$ cat src/rtl/vga_frame_bank_if.sv
// vga_frame_bank_if
//   Bundles the VGA read port, the vertical sync input and the system-side
//   write/commit handshake of vga_frame_bank.
//   master : the surroundings (VGA pointers, sync counters, system logic)
//   slave  : the frame bank itself
//   Signals:
//     MemAddrIN  - read address from the VGA pointers
//     MemDataOut - registered read data (1-cycle latency)
//     VSync      - vertical sync, active-low pulse
//     WrAddr/WrData/WrValid/WrReady - shadow-bank write handshake
//     Commit     - single-cycle request to publish the shadow bank
//     Pending    - commit requested and not yet finished
//     CommitDone - one-cycle pulse when publish and copy-back are complete
interface vga_frame_bank_if #(
  parameter int ADDR_W = 4,
  parameter int DATA_W = 8
);
  logic [ADDR_W-1:0] MemAddrIN;
  logic [DATA_W-1:0] MemDataOut;
  logic              VSync;
  logic [ADDR_W-1:0] WrAddr;
  logic [DATA_W-1:0] WrData;
  logic              WrValid;
  logic              WrReady;
  logic              Commit;
  logic              Pending;
  logic              CommitDone;

  modport master (
    output MemAddrIN, VSync, WrAddr, WrData, WrValid, Commit,
    input  MemDataOut, WrReady, Pending, CommitDone
  );

  modport slave (
    input  MemAddrIN, VSync, WrAddr, WrData, WrValid, Commit,
    output MemDataOut, WrReady, Pending, CommitDone
  );
endinterface

$ cat src/rtl/vga_frame_bank.sv
// vga_frame_bank
//   Double-buffered video data memory. The VGA pointers read the displayed
//   bank; the system writes into the shadow bank. A commit request swaps the
//   banks at the next VSync falling edge, then copies the newly displayed
//   bank back into the new shadow so further edits start from the picture
//   currently on screen.
//   Ports:
//     CLK   - clock, all logic on the rising edge
//     RESET - asynchronous active-low reset
//     bus   - vga_frame_bank_if slave modport (read port, VSync, write and
//             commit handshake, status)
module vga_frame_bank #(
  parameter int ADDR_W = 4,
  parameter int DATA_W = 8
) (
  input  logic              CLK,
  input  logic              RESET,
  vga_frame_bank_if.slave   bus
);

  localparam int DEPTH = 2 ** ADDR_W;
  localparam logic [ADDR_W-1:0] CNT_LAST = ADDR_W'(DEPTH - 1);

  typedef enum logic [1:0] {
    IDLE    = 2'd0,
    PENDING = 2'd1,
    COPY    = 2'd2
  } state_t;

  state_t            state_reg;
  logic              disp_sel_reg;     // 0: bank A displayed, 1: bank B displayed
  logic [ADDR_W-1:0] cnt_reg;
  logic              vs_q_reg;
  logic [DATA_W-1:0] mem_data_reg;
  logic              commit_done_reg;

  logic [DATA_W-1:0] bank_a [DEPTH];
  logic [DATA_W-1:0] bank_b [DEPTH];

  logic vs_fall;
  logic wr_fire;
  logic copy_en;

  assign vs_fall = vs_q_reg & ~bus.VSync;
  assign wr_fire = (state_reg == IDLE) & bus.WrValid;
  assign copy_en = (state_reg == COPY);

  // One register pair per address. Writes and copy-back only ever target
  // the shadow bank; the displayed bank is read-only while it is on screen.
  // A write and a copy can never coincide because writes are only taken in
  // IDLE and copies only happen in COPY.
  generate
    for (genvar gi = 0; gi < DEPTH; gi++) begin : g_entry
      logic [DATA_W-1:0] a_reg;
      logic [DATA_W-1:0] b_reg;
      logic              sel_wr;
      logic              sel_cp;

      assign sel_wr = wr_fire && (bus.WrAddr == ADDR_W'(gi));
      assign sel_cp = copy_en && (cnt_reg == ADDR_W'(gi));

      always_ff @(posedge CLK or negedge RESET) begin
        if (!RESET) begin
          a_reg <= '0;
          b_reg <= '0;
        end else if (disp_sel_reg) begin
          // B displayed, A is the shadow
          if (sel_wr)
            a_reg <= bus.WrData;
          else if (sel_cp)
            a_reg <= b_reg;
        end else begin
          // A displayed, B is the shadow
          if (sel_wr)
            b_reg <= bus.WrData;
          else if (sel_cp)
            b_reg <= a_reg;
        end
      end

      assign bank_a[gi] = a_reg;
      assign bank_b[gi] = b_reg;
    end
  endgenerate

  // Control FSM, VSync edge history and the registered read port.
  always_ff @(posedge CLK or negedge RESET) begin
    if (!RESET) begin
      state_reg       <= IDLE;
      disp_sel_reg    <= 1'b0;
      cnt_reg         <= '0;
      vs_q_reg        <= 1'b1;
      mem_data_reg    <= '0;
      commit_done_reg <= 1'b0;
    end else begin
      vs_q_reg        <= bus.VSync;
      commit_done_reg <= 1'b0;
      mem_data_reg    <= disp_sel_reg ? bank_b[bus.MemAddrIN] : bank_a[bus.MemAddrIN];

      case (state_reg)
        IDLE: begin
          // A VSync edge in the commit cycle is deliberately not used:
          // the swap always waits for a later edge.
          if (bus.Commit)
            state_reg <= PENDING;
        end
        PENDING: begin
          if (vs_fall) begin
            disp_sel_reg <= ~disp_sel_reg;
            cnt_reg      <= '0;
            state_reg    <= COPY;
          end
        end
        COPY: begin
          cnt_reg <= cnt_reg + 1'b1;
          if (cnt_reg == CNT_LAST) begin
            commit_done_reg <= 1'b1;
            state_reg       <= IDLE;
          end
        end
        default: state_reg <= IDLE;
      endcase
    end
  end

  assign bus.MemDataOut = mem_data_reg;
  assign bus.CommitDone = commit_done_reg;
  assign bus.Pending    = (state_reg != IDLE);
  assign bus.WrReady    = (state_reg == IDLE);

endmodule
$ cat src/flat_wrapper.sv
// flat-port wrapper written by rule: the top's interface ports become plain ports
module vga_frame_bank_flat 
#(
  parameter int ADDR_W = 4,
  parameter int DATA_W = 8
)
  (CLK, RESET, bus_MemAddrIN, bus_VSync, bus_WrAddr, bus_WrData, bus_WrValid, bus_Commit, bus_MemDataOut, bus_WrReady, bus_Pending, bus_CommitDone);
  vga_frame_bank_if #(.ADDR_W(ADDR_W), .DATA_W(DATA_W)) bus_i ();
  input  logic CLK;
  input  logic RESET;
  input wire logic [$bits(bus_i.MemAddrIN)-1:0] bus_MemAddrIN;
  input wire logic [$bits(bus_i.VSync)-1:0] bus_VSync;
  input wire logic [$bits(bus_i.WrAddr)-1:0] bus_WrAddr;
  input wire logic [$bits(bus_i.WrData)-1:0] bus_WrData;
  input wire logic [$bits(bus_i.WrValid)-1:0] bus_WrValid;
  input wire logic [$bits(bus_i.Commit)-1:0] bus_Commit;
  output wire logic [$bits(bus_i.MemDataOut)-1:0] bus_MemDataOut;
  output wire logic [$bits(bus_i.WrReady)-1:0] bus_WrReady;
  output wire logic [$bits(bus_i.Pending)-1:0] bus_Pending;
  output wire logic [$bits(bus_i.CommitDone)-1:0] bus_CommitDone;
  assign bus_i.MemAddrIN = bus_MemAddrIN;
  assign bus_i.VSync = bus_VSync;
  assign bus_i.WrAddr = bus_WrAddr;
  assign bus_i.WrData = bus_WrData;
  assign bus_i.WrValid = bus_WrValid;
  assign bus_i.Commit = bus_Commit;
  assign bus_MemDataOut = bus_i.MemDataOut;
  assign bus_WrReady = bus_i.WrReady;
  assign bus_Pending = bus_i.Pending;
  assign bus_CommitDone = bus_i.CommitDone;
  vga_frame_bank #(.ADDR_W(ADDR_W), .DATA_W(DATA_W)) u_core (.CLK(CLK), .RESET(RESET), .bus(bus_i));
endmodule
$ cat config.mk
export PLATFORM = sky130hd
export DESIGN_NAME = vga_frame_bank_flat
export DESIGN_NICKNAME = d
export VERILOG_FILES = /design/src/rtl/vga_frame_bank_if.sv /design/src/rtl/vga_frame_bank.sv /design/src/flat_wrapper.sv
export SDC_FILE = /design/constraint.sdc
export NUM_CORES = 1
export LEC_CHECK = 0
export ABC_AREA = 1
export BUFFER_PORTS_ARGS = -buffer_cell sky130_fd_sc_hd__buf_2
export CORE_MARGIN = 5
export CORE_UTILIZATION = 53
export CTS_CLUSTER_DIAMETER = 80
export DETAILED_ROUTE_END_ITERATION = 10
export PLACE_DENSITY_LB_ADDON = 0.08
export SLEW_MARGIN = 10
export SYNTH_ARGS = -nofsm -noshare
export SYNTH_HDL_FRONTEND = slang
export SYNTH_SLANG_ARGS = --single-unit
$ cat constraint.sdc
create_clock -name CLK -period 3.93 [get_ports CLK]
set_clock_uncertainty 0.1 [all_clocks]
set_input_delay 0.1965 -clock CLK [delete_from_list [all_inputs] [get_ports CLK]]
set_output_delay 0.1965 -clock CLK [all_outputs]
set_load 0.01 [all_outputs]
== Yosys cells after proc, flatten, opt, wreduce, memory -nomap -nowiden ==
Cells that the tools add are included.

* Register bits after elaboration: 273
* Latch bits: 0
* RAM bits: 0
* ROM bits: 0
* Input port bits: 21
* Output and inout bits: 11
* Logic and storage cells: 247
* Memories kept: 0

* $add $sub $neg: 1
* Multipliers: 0
* Divide/modulo/power cells: 0
* Order comparisons: 1
* Eq/ne operators: 35
* Shift operators: 0
* Multiplexer cells: 79
* Bitwise operators: 5
* Reduce and logical (&&, ||, !) cells: 88

{| class="wikitable"
|+ Operators with widths
! operator !! number
|-
| $mux 8 || 69
|-
| $reduce_and 2->1 || 34
|-
| $bmux 8 s4 || 2
|-
| $eq 4x4->1 const B || 16
|-
| $reduce_bool 2->1 || 18
|-
| $eq 4x3->1 const B || 8
|-
| $logic_and 1x1->1 || 32
|-
| $eq 4x2->1 const B || 4
|-
| $eq 4x1->1 const B || 2
|-
| $logic_not 4->1 || 2
|-
| $pmux 4 s2 || 1
|-
| $mux 2 || 3
|-
| $pmux 2 s3 || 1
|-
| $ge 5x5->1 const B || 1
|-
| $not 4->5 || 1
|-
| $add 4x1->4 const B || 1
|-
| $mux 4 || 1
|-
| $ne 2x2->1 const B || 2
|-
| $reduce_and 3->1 || 1
|-
| $and 1x1->1 || 2
|-
| $eq 2x1->1 const B || 1
|-
| $eq 2x2->1 const B || 1
|-
| $logic_not 2->1 || 1
|-
| $mux 1 || 2
|-
| 2 further kinds || 3
|}

== Depth between registers and ports, before layout ==
Gate-level depths: netlist of run 1.

* Word-level depth: 5
* Gate-level depth with buffers: 11
* Depth with buffers taken out: 9

== Worst setup path before layout of run 1 ==
Ideal clock, no wire load.

* Kind: reg-to-reg
* Start: register u_core.state_reg[0]
* End: register u_core.g_entry[8].a_reg[4]
* Setup time: 126 ps
* Arrival time: 1481 ps
* Data required time: 3704 ps
* Setup slack: 2223 ps
* Cell stages (with the launch flop): 10
* Path buffers: 1
* Clock period less this slack: 1707 ps
* Cells stage by stage: dfrtp_1 -> inv_2 -> nand2_2 -> nor2_4 -> nand2_1 -> inv_1 -> clkbuf_1 -> o21ai_0 -> nand2_1 -> o21ai_0

* Word-level cells in the longest chain between the ends: 5
* Elaborated cells between the ends (all ways): 8
* Classes of those cells: 1 x eq/ne; 1 x mux; 1 x bitwise; 5 x reduce/logical

{| class="wikitable"
|+ Ends and longest elaborated chain
! element !! RTL line !! text
|-
| start: declaration || vga_frame_bank.sv:30 || <nowiki>state_t state_reg;</nowiki>
|-
| start signal: assignment || vga_frame_bank.sv:89 || <nowiki>state_reg <= IDLE;</nowiki>
|-
| start signal: assignment || vga_frame_bank.sv:105 || <nowiki>state_reg <= PENDING;</nowiki>
|-
| start signal: assignment || vga_frame_bank.sv:111 || <nowiki>state_reg <= COPY;</nowiki>
|-
| $logic_not 2->1 || vga_frame_bank.sv:45 || <nowiki>assign wr_fire = (state_reg == IDLE) & bus.WrValid;</nowiki>
|-
| $and 1x1->1 || vga_frame_bank.sv:45 ||
|-
| $logic_and 1x1->1 || vga_frame_bank.sv:59 || <nowiki>assign sel_wr = wr_fire && (bus.WrAddr == ADDR_W'(gi));</nowiki>
|-
| $reduce_bool 2->1 (no source line) || - ||
|-
| $reduce_and 2->1 (no source line) || - ||
|-
| end signal: assignment || vga_frame_bank.sv:69 || <nowiki>a_reg <= bus.WrData;</nowiki>
|-
| end signal: assignment || vga_frame_bank.sv:71 || <nowiki>a_reg <= b_reg;</nowiki>
|-
| end: declaration || vga_frame_bank.sv:54 || <nowiki>logic [DATA_W-1:0] a_reg;</nowiki>
|}

Several ways; a longest one is shown, not always the timed one.
A chain may end at the register's enable or synchronous reset.

== Final worst setup path of run 1 ==
* Start: register u_core.state_reg[0]
* End: register u_core.g_entry[0].b_reg[7]

* Word-level cells in the longest chain between the ends: 5
* Elaborated cells between the ends (all ways): 8
* Classes of those cells: 1 x eq/ne; 1 x mux; 1 x bitwise; 5 x reduce/logical

{| class="wikitable"
|+ Ends and longest elaborated chain
! element !! RTL line !! text
|-
| $logic_not 2->1 || vga_frame_bank.sv:45 ||
|-
| $and 1x1->1 || vga_frame_bank.sv:45 ||
|-
| $logic_and 1x1->1 || vga_frame_bank.sv:59 ||
|-
| $reduce_bool 2->1 (no source line) || - ||
|-
| $reduce_and 2->1 (no source line) || - ||
|-
| end signal: assignment || vga_frame_bank.sv:75 || <nowiki>b_reg <= bus.WrData;</nowiki>
|-
| end signal: assignment || vga_frame_bank.sv:77 || <nowiki>b_reg <= a_reg;</nowiki>
|-
| end: declaration || vga_frame_bank.sv:55 || <nowiki>logic [DATA_W-1:0] b_reg;</nowiki>
|}

Several ways; a longest one is shown, not always the timed one.

==> results of run 1 <==
==> worst reg2reg max path: stages (launching register included) <==
cell	delay, ps
dfrtp_1	430
nor2_1	260
nand2_1	140
nor2_2	770
a21oi_2	160
nor2_4	390
o21ai_0	160
==> placed cells by master, fill, tap and decap left out <==
| cell | n |
|---|---|
| nand3_2 | 1 |
| o21ai_0 | 480 |
| clkbuf_1 | 4 |
| clkinv_2 | 8 |
| bufinv_16 | 5 |
| nand3_4 | 1 |
| clkinv_4 | 1 |
| nor2_2 | 2 |
| buf_4 | 13 |
| buf_2 | 29 |
| dfrtp_2 | 1 |
| o22ai_1 | 2 |
| nand2_2 | 9 |
| clkbuf_8 | 6 |
| inv_2 | 11 |
| inv_6 | 2 |
| nor2_1 | 19 |
| o21ai_1 | 30 |
| buf_12 | 2 |
| nand2_4 | 13 |
| dfstp_2 | 1 |
| ha_1 | 5 |
| nor2_4 | 5 |
| dfrtp_1 | 271 |
| inv_1 | 281 |
| clkbuf_16 | 35 |
| dlygate4sd3_1 | 3 |
| nor2_8 | 4 |
| xor2_1 | 1 |
| buf_8 | 1 |
| a21oi_4 | 27 |
| o21ai_2 | 4 |
| a21oi_2 | 4 |
| nand3_1 | 197 |
| a22o_1 | 1 |
| xnor2_1 | 1 |
| nand2_1 | 767 |
==> worst paths after layout <==
| check | start | to | slack, ps | depth (start not counted) |
|---|---|---|---|---|
| setup / recovery | u_core.state_reg[0] | u_core.g_entry[0].b_reg[7] | 1390 | 6 |
| hold / removal | bus_MemAddrIN[3] | u_core.bus.MemDataOut[2] | 90 | 5 |
| setup reg to reg | u_core.state_reg[0] | u_core.g_entry[0].b_reg[7] | 1390 | 6 |
| hold reg to reg | u_core.g_entry[13].b_reg[5] | u_core.g_entry[13].b_reg[5] | 440 | 2 |
| max in group asynchronous | RESET | u_core.vs_q_reg | 2540 | 3 |
| min in group asynchronous | RESET | u_core.g_entry[8].b_reg[3] | 220 | 2 |
==> report_power, final <==
part | total [mW] | switching, mW | internal [mW]
clock | 3.32 | 1.25 | 2.07
combinational | 3.78 | 2.46 | 1.32
sequential | 4.99 | 0.865 | 4.12
==> final cells by class <==
class	instances	share of cell area
multi-input cells	1573	0.4293
flip-flops and latches	273	0.3923
inverters	295	0.06399
clock buffers	45	0.05587
well taps	396	0.02844
repair buffers	48	0.01882
clock inverters	13	0.01135
==> kinds of logic (layout without fill, tap and decap cells) <==
logic type                 count (synthesis)  after routing  share of synthesized area
buffers and inverters                    432            401                     0.1192
adders and majority gates                  5              5                   0.003850
and+or+nand+nor                         1018           1018                     0.2656
AOI/OAI and AO/OA                        548            548                     0.1897
DFF                                      273            273                     0.4205
xor gates and xnor gates                   2              2                   0.001078
==> layer usage <==
metal,global-route usage,vias up,part of all wire
met5,0,-,0.00022
met4,0.1427,2,0.056
met3,0.05420,148,0.076
met2,0.4434,552,0.43
met1,0.4116,7109,0.43
li1,-,7138,-
==> per-stage QoR <==
stage / total power [mW] / setup WS, ps
after floorplan: 7.544 / 2223
after global placement: 8.639 / 1325
after detailed placement: 8.721 / 1323
after CTS: 12.09 / 1434
after global routing: 12.93 / 1177
final: 12.09 / 1388
==> run_results.csv, run 1 <==
group,metric,value,unit
status,status,"complete, no violations",
synthesis,synthTopCellsByCount,"nand2_1 (767), o21ai_0 (480), inv_1 (282), dfrtp_1 (272), nand3_1 (197)",
clock_tree,post_cts_buffers,0,
power_and_ir_drop,cellPowerDensity,694.0,nW/um2
die,dieWidth,185.1,um
clock_tree,worstSkewPairLatency,520,ps
synthesis,netlist_area,16250,um2
die,initial_core_util,0.5340,
finish,instances_no_fill,2643,
critical_path,cp_slowest_cell,"nor2_2",
clock_tree,cts_root_buf,"clkbuf_16",
synthesis,synth.distinct_cells,32,
die,io_pins,32,
finish,area_delta_synth_final,7.223,%
timing,relSlewSlack,0.2364,
synthesis,synthCells,2278,
synthesis,yosysWarnings,0,
finish,nets,2251,
synthesis,ys_async_sr_fraction,1.000,
hold_path,holdCritPathClass,"in -> reg",
timing,min_period_over_period,0.6467,
detailed_routing,routed_wl,49950,um
detailed_routing,post-route-drc-count,0,
clock_tree,postCtsHoldBufs,3,
clock_tree,cts-resized-gates,0,
critical_path,end_kind,"flop",
global_route,grt_overflow,0,
clock_tree,cts_inserted_buffers,34,
critical_path,arrival,2820,ps
detailed_routing,ant_nets,0,
synthesis,synth.most_common_cell,"nand2_1",
global_route,antenna_found_initial,1,
critical_path,start_kind,"flop",
timing,setup_viol,0,
global_route,grtUsageTotal,0.2944,
synthesis,yosys.area.top_type,"dfrtp_1",
finish,seqCellArea,6834,um2
finish,final_core_util,0.5725,
placement,numPlacedInstances,2582,
clock_tree,max-clock-path-buffers,3,
finish,fill_cells,2907,
synthesis,yosysTopAreaCellShare,0.4189,
clock_tree,path_clk_slew,60,ps
power_and_ir_drop,power_leakage,8.441,nW
timing,min_period,2542,ps
synthesis,avgSynthCellArea,7.133,um2
timing,tns,0,ps
critical_path,cp_num_buf_inv,0,
die,dieHeight,185.1,um
finish,diodes,0,
timing,hold_viol_final,0,
critical_path,cp.required,4200,ps
critical_path,crit_family,"simple AND/OR/NAND/NOR gates",
finish,finish.instance_area,17420,um2
clock_tree,htreeDepth,2,
global_route,grt_max_degree,88,
detailed_routing,routedWlPerCell,18.90,um
placement,placed_cell_area,16220,um2
die,die-area,34260,um2
critical_path,critPathMaxFanout,25,
die,core,30430,um2
detailed_routing,drtIter0Drc,1393,
flow_run,drv_cap,0,
synthesis,syn_nets,2304,
synthesis,synth_top_flop_cell,"dfrtp_1",
die,rows,64,
clock_tree,clkSinkCount,273,
detailed_routing,first_pass_iters,7,
synthesis,yosysSeqAreaShare,0.4205,
synthesis,synth_edf_count,0,
global_route,grt_pass1_wl,78670,um
critical_path,max_stage_delay,770,ps
global_route,grt_pass1_vias,13990,
finish,drive_gt1_frac,0.08233,
placement,dp_hpwl,33710,um
placement,place.gp.congestion,0.9220,
detailed_routing,via_per_inst,5.656,
timing,holdWs,92.79,ps
detailed_routing,dr_total_vias,14950,
timing,rsz0062_at_grt,"false",
power_and_ir_drop,peakVddDrop,0.3955,mV
clock_tree,cts_tree,"yes",
critical_path,path_cells,"nor2_1, nand2_1, nor2_2, a21oi_2, nor2_4, o21ai_0",
timing,drv_slew,0,
placement,io_buffers,31,
finish,multi_input_area,7478,um2
timing,fmax,393.4,MHz
synthesis,synth_seq_cells,273,
timing,tightest_slew,1144,ps
synthesis,synth_area_leaders,"dfrtp_1 (42%), nand2_1 (18%), o21ai_0 (15%), inv_1 (6.5%), nand3_1 (6.1%)",
critical_path,crit_type,"reg -> reg",
No activity file was read; power rests on OpenSTA's default activity.
==> run 2: changes to the inputs <==
--- a/config.mk
+++ b/config.mk
@@ -5,7 +5,7 @@
 export SDC_FILE = /design/constraint.sdc
 export NUM_CORES = 1
 export LEC_CHECK = 0
-export ABC_AREA = 1
+export ABC_AREA = 0
 export BUFFER_PORTS_ARGS = -buffer_cell sky130_fd_sc_hd__buf_2
 export CORE_MARGIN = 5
 export CORE_UTILIZATION = 53
==> constraint.sdc (replaced) <==
create_clock -name CLK -period 2.05 [get_ports CLK]
set_clock_uncertainty 0.1 [all_clocks]
set_input_delay 0.1025 -clock CLK [delete_from_list [all_inputs] [get_ports CLK]]
set_output_delay 0.1025 -clock CLK [all_outputs]
set_load 0.01 [all_outputs]
==> run 2 against run 1 <==
  * The flow now finishes with violations (setup timing)
  * Worst setup slack got worse by 1500 ps
  * Clock-buffer cell count increased by 1
  * Flip-flop and latch count unchanged
  * Synthesized cell count decreased by 40%
  * Fmax grew 19%
  * Highest routed layer unchanged
  * Global-route usage grew 3.1 points
  * Worst hold slack lost 76 ps
  * Total power grew 97%
==> run_results.csv, run 2 <==
group,metric,value,unit
critical_path,cp_slowest_cell,"or4b_4",
timing,tns,-3129,ps
synthesis,synth_seq_cells,273,
global_route,met3_usage,0.06088,
power_and_ir_drop,seq_power_share,0.395,
detailed_routing,via_per_inst,6.572,
timing,fin_ws,-82.92,ps
placement,dp_slack,-461.9,ps
die,rows,61,
power_and_ir_drop,cellPowerDensity,1259,nW/um2
finish,seqCellArea,6837,um2
synthesis,ys_async_sr_fraction,1.000,
timing,drv_slew,0,
synthesis,synthCells,1367,
critical_path,cp_num_buf_inv,2,
clock_tree,cts_inserted_buffers,34,
global_route,grt_max_degree,62,
die,io_pins,32,
synthesis,netlist_area,14740,um2
finish,drive_gt1_frac,0.3436,
die,core,27630,um2
timing,hold_viol_final,0,
finish,area_delta_synth_final,28.48,%
die,dieHeight,176.8,um
critical_path,path_cells,"or4b_4, buf_12, or2_4, nor2_4, buf_12, a211oi_2",
status,failed_checks,"setup timing",
placement,place.gp.congestion,0.9049,
global_route,antenna_found_initial,4,
global_route,grt_pass1_wl,77130,um
critical_path,cp.required,2330,ps
critical_path,cp.depth,6,
clock_tree,path_clk_slew,60,ps
power_and_ir_drop,switching_share,0.3569,
clock_tree,clkSinkCount,273,
synthesis,synth_area_leaders,"dfrtp_1 (46%), nor2_1 (13%), mux4_2 (12%), a211oi_1 (10%), o32ai_4 (3.0%)",
detailed_routing,routedWlPerCell,26.53,um
clock_tree,htreeDepth,2,
clock_tree,cts_root_buf,"clkbuf_16",
timing,min_period,2133,ps
synthesis,yosys.area.top_type,"dfrtp_1",
detailed_routing,drtIter0Drc,1398,
synthesis,synth_top_flop_cell,"dfrtp_1",
global_route,gr-usage-met1,0.4479,
global_route,use_met2,0.5076,
finish,finish.instance_area,18940,um2
die,dieWidth,176.8,um
critical_path,crit_top_cell,"buf_12",
hold_path,holdCritPathClass,"in -> async",
power_and_ir_drop,clock_power_share,0.262,
critical_path,start_kind,"flop",
global_route,grt_pass1_vias,12560,
critical_path,rr_worst_depth,6,
synthesis,avgSynthCellArea,10.78,um2
clock_tree,worstSkewPairLatency,520,ps
detailed_routing,dr_total_vias,12700,
finish,multi_input_area,8159,um2
synthesis,syn_nets,1393,
synthesis,yosysTopAreaCellShare,0.4618,
synthesis,synth.most_common_cell,"nor2_1",
placement,io_buffers,31,
finish,mostFrequentLayoutCells,"nor2_1 (471), dfrtp_1 (269), a211oi_1 (145)",
power_and_ir_drop,combPwrFrac,0.343,
timing,relSlewSlack,0.6693,
detailed_routing,post-route-drc-count,0,
synthesis,synth.distinct_cells,56,
timing,setup_viol,71,
synthesis,synth_edf_count,0,
clock_tree,max-clock-path-buffers,3,
clock_tree,cts_tree,"yes",
finish,instances_no_fill,1933,
power_and_ir_drop,switchingPower,8.510,mW
detailed_routing,routed_wl,51290,um
placement,numPlacedInstances,1839,
die,die-area,31240,um2
critical_path,crit_family,"simple AND/OR/NAND/NOR gates",
finish,fill_cells,2009,
power_and_ir_drop,power.internal,15.33,mW
critical_path,end_kind,"flop",
critical_path,critPathMaxFanout,16,
critical_path,crit_type,"reg -> reg",
finish,layout_commonest_cell,"nor2_1",
synthesis,yosysSeqAreaShare,0.4636,
power_and_ir_drop,peakVddDrop,0.8677,mV
power_and_ir_drop,power_leakage,6.437,nW
synthesis,synthTopCellsByCount,"nor2_1 (494), dfrtp_1 (272), a211oi_1 (206), mux4_2 (80), clkbuf_1 (35)",
status,status,"finished with violations",
placement,dp_hpwl,35230,um
finish,nets,1555,
timing,min_period_over_period,1.040,
global_route,grtUsageTotal,0.3252,
placement,placed_cell_area,16720,um2
finish,final_core_util,0.6854,
detailed_routing,first_pass_iters,5,
critical_path,max_stage_delay,590,ps
die,initial_core_util,0.5335,
critical_path,arrival,2410,ps
global_route,grt_overflow,0,
synthesis,yosysWarnings,0,
global_route,grt_busiest_layer,"met2",
timing,rsz0062_at_grt,"true",
detailed_routing,ant_nets,0,
flow_run,drv_cap,0,
timing,tightest_slew,496.1,ps
timing,fmax,468.8,MHz
run 2: changes by cell type in the layout (fill, tap and decap cells not counted), sizes merged, moves of 80 or more:
cell and change:
nor2 +473, a211oi +240, nand2 -760, nand3 -187
buf +147, o21ai -513, mux4 +80, inv -283
run 2: routing by layer:
layer | up-vias | wire length (um) | share of wire
met5 | - | 24 | 0.00047
met4 | 4 | 2579 | 0.050
met3 | 152 | 4559 | 0.089
met2 | 695 | 24050 | 0.47
met1 | 6467 | 20070 | 0.39
li1 | 5386 | - | -
run 2: worst paths after layout:
kind	endpoint	start	slack (ps)
max	u_core.g_entry[7].a_reg[2]	u_core.state_reg[1]	-80
min	u_core.g_entry[2].b_reg[0]	RESET	20
max reg2reg	u_core.g_entry[7].a_reg[2]	u_core.state_reg[1]	-80
min reg2reg	u_core.g_entry[15].b_reg[0]	u_core.g_entry[15].b_reg[0]	460
max in group asynchronous	u_core.g_entry[5].b_reg[7]	RESET	1110
min in group CLK	u_core.bus.MemDataOut[0]	bus_MemAddrIN[0]	120
run 2: logic make-up (layout without fill, tap and decap cells):
logic type / count (synthesis) / count (layout) / share of synthesized area
compound gates: 312 / 312 / 0.2017
other cells: 0 / 1 / 0
buf+inv: 85 / 272 / 0.02700
xor+xnor: 3 / 3 / 0.001783
mux: 88 / 88 / 0.1284
fa+ha+maj: 5 / 5 / 0.004244
flops: 273 / 273 / 0.4636
simple gates: 601 / 601 / 0.1733
run 2: cell type report:
class,count,share of cell area
clock buffer,46,0.05055
timing repair buffer,203,0.1201
sequential,273,0.3610
multi-input combinational,1009,0.4309
inverter,8,0.001586
tap,378,0.02498
clock inverter,15,0.01077
antenna,1,0.0001321
run 2: what timing repair did:
item	CTS	global route
gates resized for setup	49	114
endpoints found under the setup margin	232	239
hold endpoints to repair	290	0
pin swaps	36	31
cloned	1	1
hold buffers	11	0
setup buffers	12	7
run 2: through the flow:
step / total power, mW / hold slack (ps)
global route: 24.82 / 46.93
CTS: 23.14 / 24.98
global placement: 16.36 / -39.09
finish: 23.84 / 16.60
floorplan: 13.44 / -293.1
detailed placement: 16.64 / -36.16
run 2: power groups by stage:
stage                     clock network, mW  logic, mW  registers (mW)
after floorplan                           0       4.80            8.64
after global placement                    0       7.07            9.29
after detailed placement                  0       7.29            9.35
after CTS                              6.27       7.59            9.28
after global routing                   6.52       8.69            9.60
final                                  6.24       8.19            9.41
==> run 3: changes to the inputs <==
--- a/config.mk
+++ b/config.mk
@@ -7,11 +7,13 @@
 export LEC_CHECK = 0
 export ABC_AREA = 0
 export BUFFER_PORTS_ARGS = -buffer_cell sky130_fd_sc_hd__buf_2
+export CORE_ASPECT_RATIO = 0.9
 export CORE_MARGIN = 5
 export CORE_UTILIZATION = 53
 export CTS_CLUSTER_DIAMETER = 80
 export DETAILED_ROUTE_END_ITERATION = 10
 export PLACE_DENSITY_LB_ADDON = 0.08
+export RECOVER_POWER = 100
 export SLEW_MARGIN = 10
 export SYNTH_ARGS = -nofsm -noshare
 export SYNTH_HDL_FRONTEND = slang
==> run 3 against run 2 <==
  * The run still ends with setup timing left
  * Sequential share of layout area up 0.80 points
  * Cell area down 2.2%
  * Combinational power down 0.9%
  * Core utilization down 1.7 points
  * Wire length up 1.7%
  * Non-clock buffer count up 1
  * Via count up 0.65%
  * Critical path depth up 2
  * Register-to-register slack worse by 60 ps
==> run_results.csv, run 3 (synthesized netlist as in run 2, its figures left out) <==
group,metric,value,unit
status,status,"finished with violations",
status,failed_checks,"setup timing",
finish,area_delta_synth_final,25.66,%
die,rows,58,
power_and_ir_drop,power_leakage,6.298,nW
power_and_ir_drop,seq_power_share,0.410,
timing,hold_viol_final,0,
detailed_routing,first_pass_iters,5,
power_and_ir_drop,switchingPower,8.365,mW
timing,holdWs,86.46,ps
timing,relSlewSlack,0.4011,
detailed_routing,ant_nets,0,
placement,numPlacedInstances,1830,
placement,dp_hpwl,35350,um
global_route,grtUsageTotal,0.3337,
finish,fill_cells,2085,
timing,fmax,456.2,MHz
critical_path,crit_type,"reg -> reg",
power_and_ir_drop,power.internal,14.49,mW
power_and_ir_drop,p_total,22.86,mW
finish,finish.instance_area,18520,um2
clock_tree,cts_root_buf,"clkbuf_16",
clock_tree,clkSinkCount,273,
timing,tightest_slew,898.3,ps
finish,seqCellArea,6835,um2
power_and_ir_drop,combPwrFrac,0.355,
power_and_ir_drop,clock_power_share,0.235,
finish,nets,1552,
global_route,antenna_found_initial,4,
die,initial_core_util,0.5317,
placement,io_buffers,31,
power_and_ir_drop,switching_share,0.3659,
clock_tree,cts_tree,"yes",
finish,instances_no_fill,1912,
timing,rsz0062_at_grt,"true",
detailed_routing,drtIter0Drc,1407,
detailed_routing,post-route-drc-count,0,
timing,setup_viol,223,
hold_path,holdCritPathClass,"in -> reg",
power_and_ir_drop,peakVddDrop,0.7631,mV
die,dieWidth,185.8,um
critical_path,start_kind,"flop",
global_route,grt_pass1_wl,79080,um
detailed_routing,dr_total_vias,12790,
clock_tree,cts_inserted_buffers,30,
clock_tree,path_clk_slew,60,ps
power_and_ir_drop,cellPowerDensity,1234,nW/um2
global_route,grt_pass1_vias,12530,
placement,placed_cell_area,16810,um2
finish,drive_gt1_frac,0.3090,
clock_tree,htreeDepth,1,
die,dieHeight,168.2,um
critical_path,end_kind,"flop",
clock_tree,max-clock-path-buffers,3,
timing,min_period,2192,ps
placement,place.gp.congestion,0.9572,
global_route,grt_overflow,0,
finish,mostFrequentLayoutCells,"nor2_1 (483), dfrtp_1 (270), a211oi_1 (160)",
timing,tns,-13410,ps
timing,drv_slew,0,
die,die-area,31250,um2
timing,min_period_over_period,1.069,
critical_path,cp.required,2370,ps
clock_tree,worstSkewPairLatency,560,ps
finish,layout_commonest_cell,"nor2_1",
global_route,grt_max_degree,59,
detailed_routing,via_per_inst,6.688,
critical_path,arrival,2510,ps
detailed_routing,routedWlPerCell,27.29,um
flow_run,drv_cap,0,
detailed_routing,routed_wl,52170,um
critical_path,critPathMaxFanout,16,
die,io_pins,32,
finish,multi_input_area,7971,um2
die,core,27720,um2
timing,fin_ws,-142.1,ps
-- run 3: cell types whose count changed in the layout (fill, tap and decap cells not counted), moves of 9 or more --
cell,before,now
a211oi_1,145,160
clkbuf_1,7,25
buf_2,29,19
buf_4,88,79
nor2_2,23,14
nor2_1,471,483
a211oi_2,95,80
-- run 3: power groups by stage --
stage	registers (mW)	logic (mW)	clock network, mW
after floorplan	8.64	4.80	0
after global placement	9.25	7.23	0
after detailed placement	9.29	7.44	0
after CTS	9.24	7.65	5.39
after global routing	9.55	8.66	5.60
final	9.38	8.12	5.36
-- run 3: area by class of cell --
class                   instances  area share
multi-input cells            1009      0.4304
clock inverters                 5    0.002837
clock buffers                  51     0.04918
diodes                          2   0.0002702
inverters                       8    0.001621
flip-flops and latches        273      0.3690
well taps                     360     0.02432
repair buffers                204      0.1223
-- run 3: per-layer routing --
| layer | global-route usage | up-vias | share of wire |
|---|---|---|---|
| li1 | - | 5397 | - |
| met1 | 0.4858 | 6515 | 0.41 |
| met2 | 0.4968 | 730 | 0.44 |
| met3 | 0.08317 | 141 | 0.10 |
| met4 | 0.1064 | 4 | 0.042 |
| met5 | 0 | - | 0.00052 |
-- run 3: critical path: stages, from the launching register on --
cell      delay (ps)
dfrtp_2          430
buf_6            150
buf_4            140
nor4bb_1         360
buf_4            200
nand2_1          110
nor3_1           180
buf_4            270
a211oi_1         110
-- run 3: final timing paths --
| check | depth (start not counted) | startpoint | slack [ps] | end |
|---|---|---|---|---|
| min reg2reg | 1 | u_core.g_entry[15].a_reg[3] | 460 | u_core.g_entry[15].a_reg[3] |
| max reg2reg | 8 | u_core.state_reg[0] | -140 | u_core.g_entry[12].b_reg[3] |
| max in group asynchronous | 4 | RESET | 100 | u_core.g_entry[15].b_reg[1] |
| max | 8 | u_core.state_reg[0] | -140 | u_core.g_entry[12].b_reg[3] |
| min in group asynchronous | 3 | RESET | 670 | u_core.g_entry[9].a_reg[2] |
| min | 2 | bus_VSync | 90 | u_core.vs_q_reg |
-- run 3: metrics by stage --
| step | utilization | setup WS [ps] |
|---|---|---|
| detailed placement | 0.6065 | -117.1 |
| finish | 0.6681 | -142.1 |
| global placement | 0.6065 | -68.46 |
| floorplan | - | -37.11 |
| global route | 0.6680 | -210.1 |
| CTS | 0.6532 | -91.86 |
-- run 3: repair_timing --
item	4_1_cts	5_1_grt
hold endpoints to repair	295	0
hold buffers	13	0
cloned	1	0
setup buffers	4	6
pin swaps	16	20
gates resized for setup	33	86
endpoints found under the setup margin	200	256
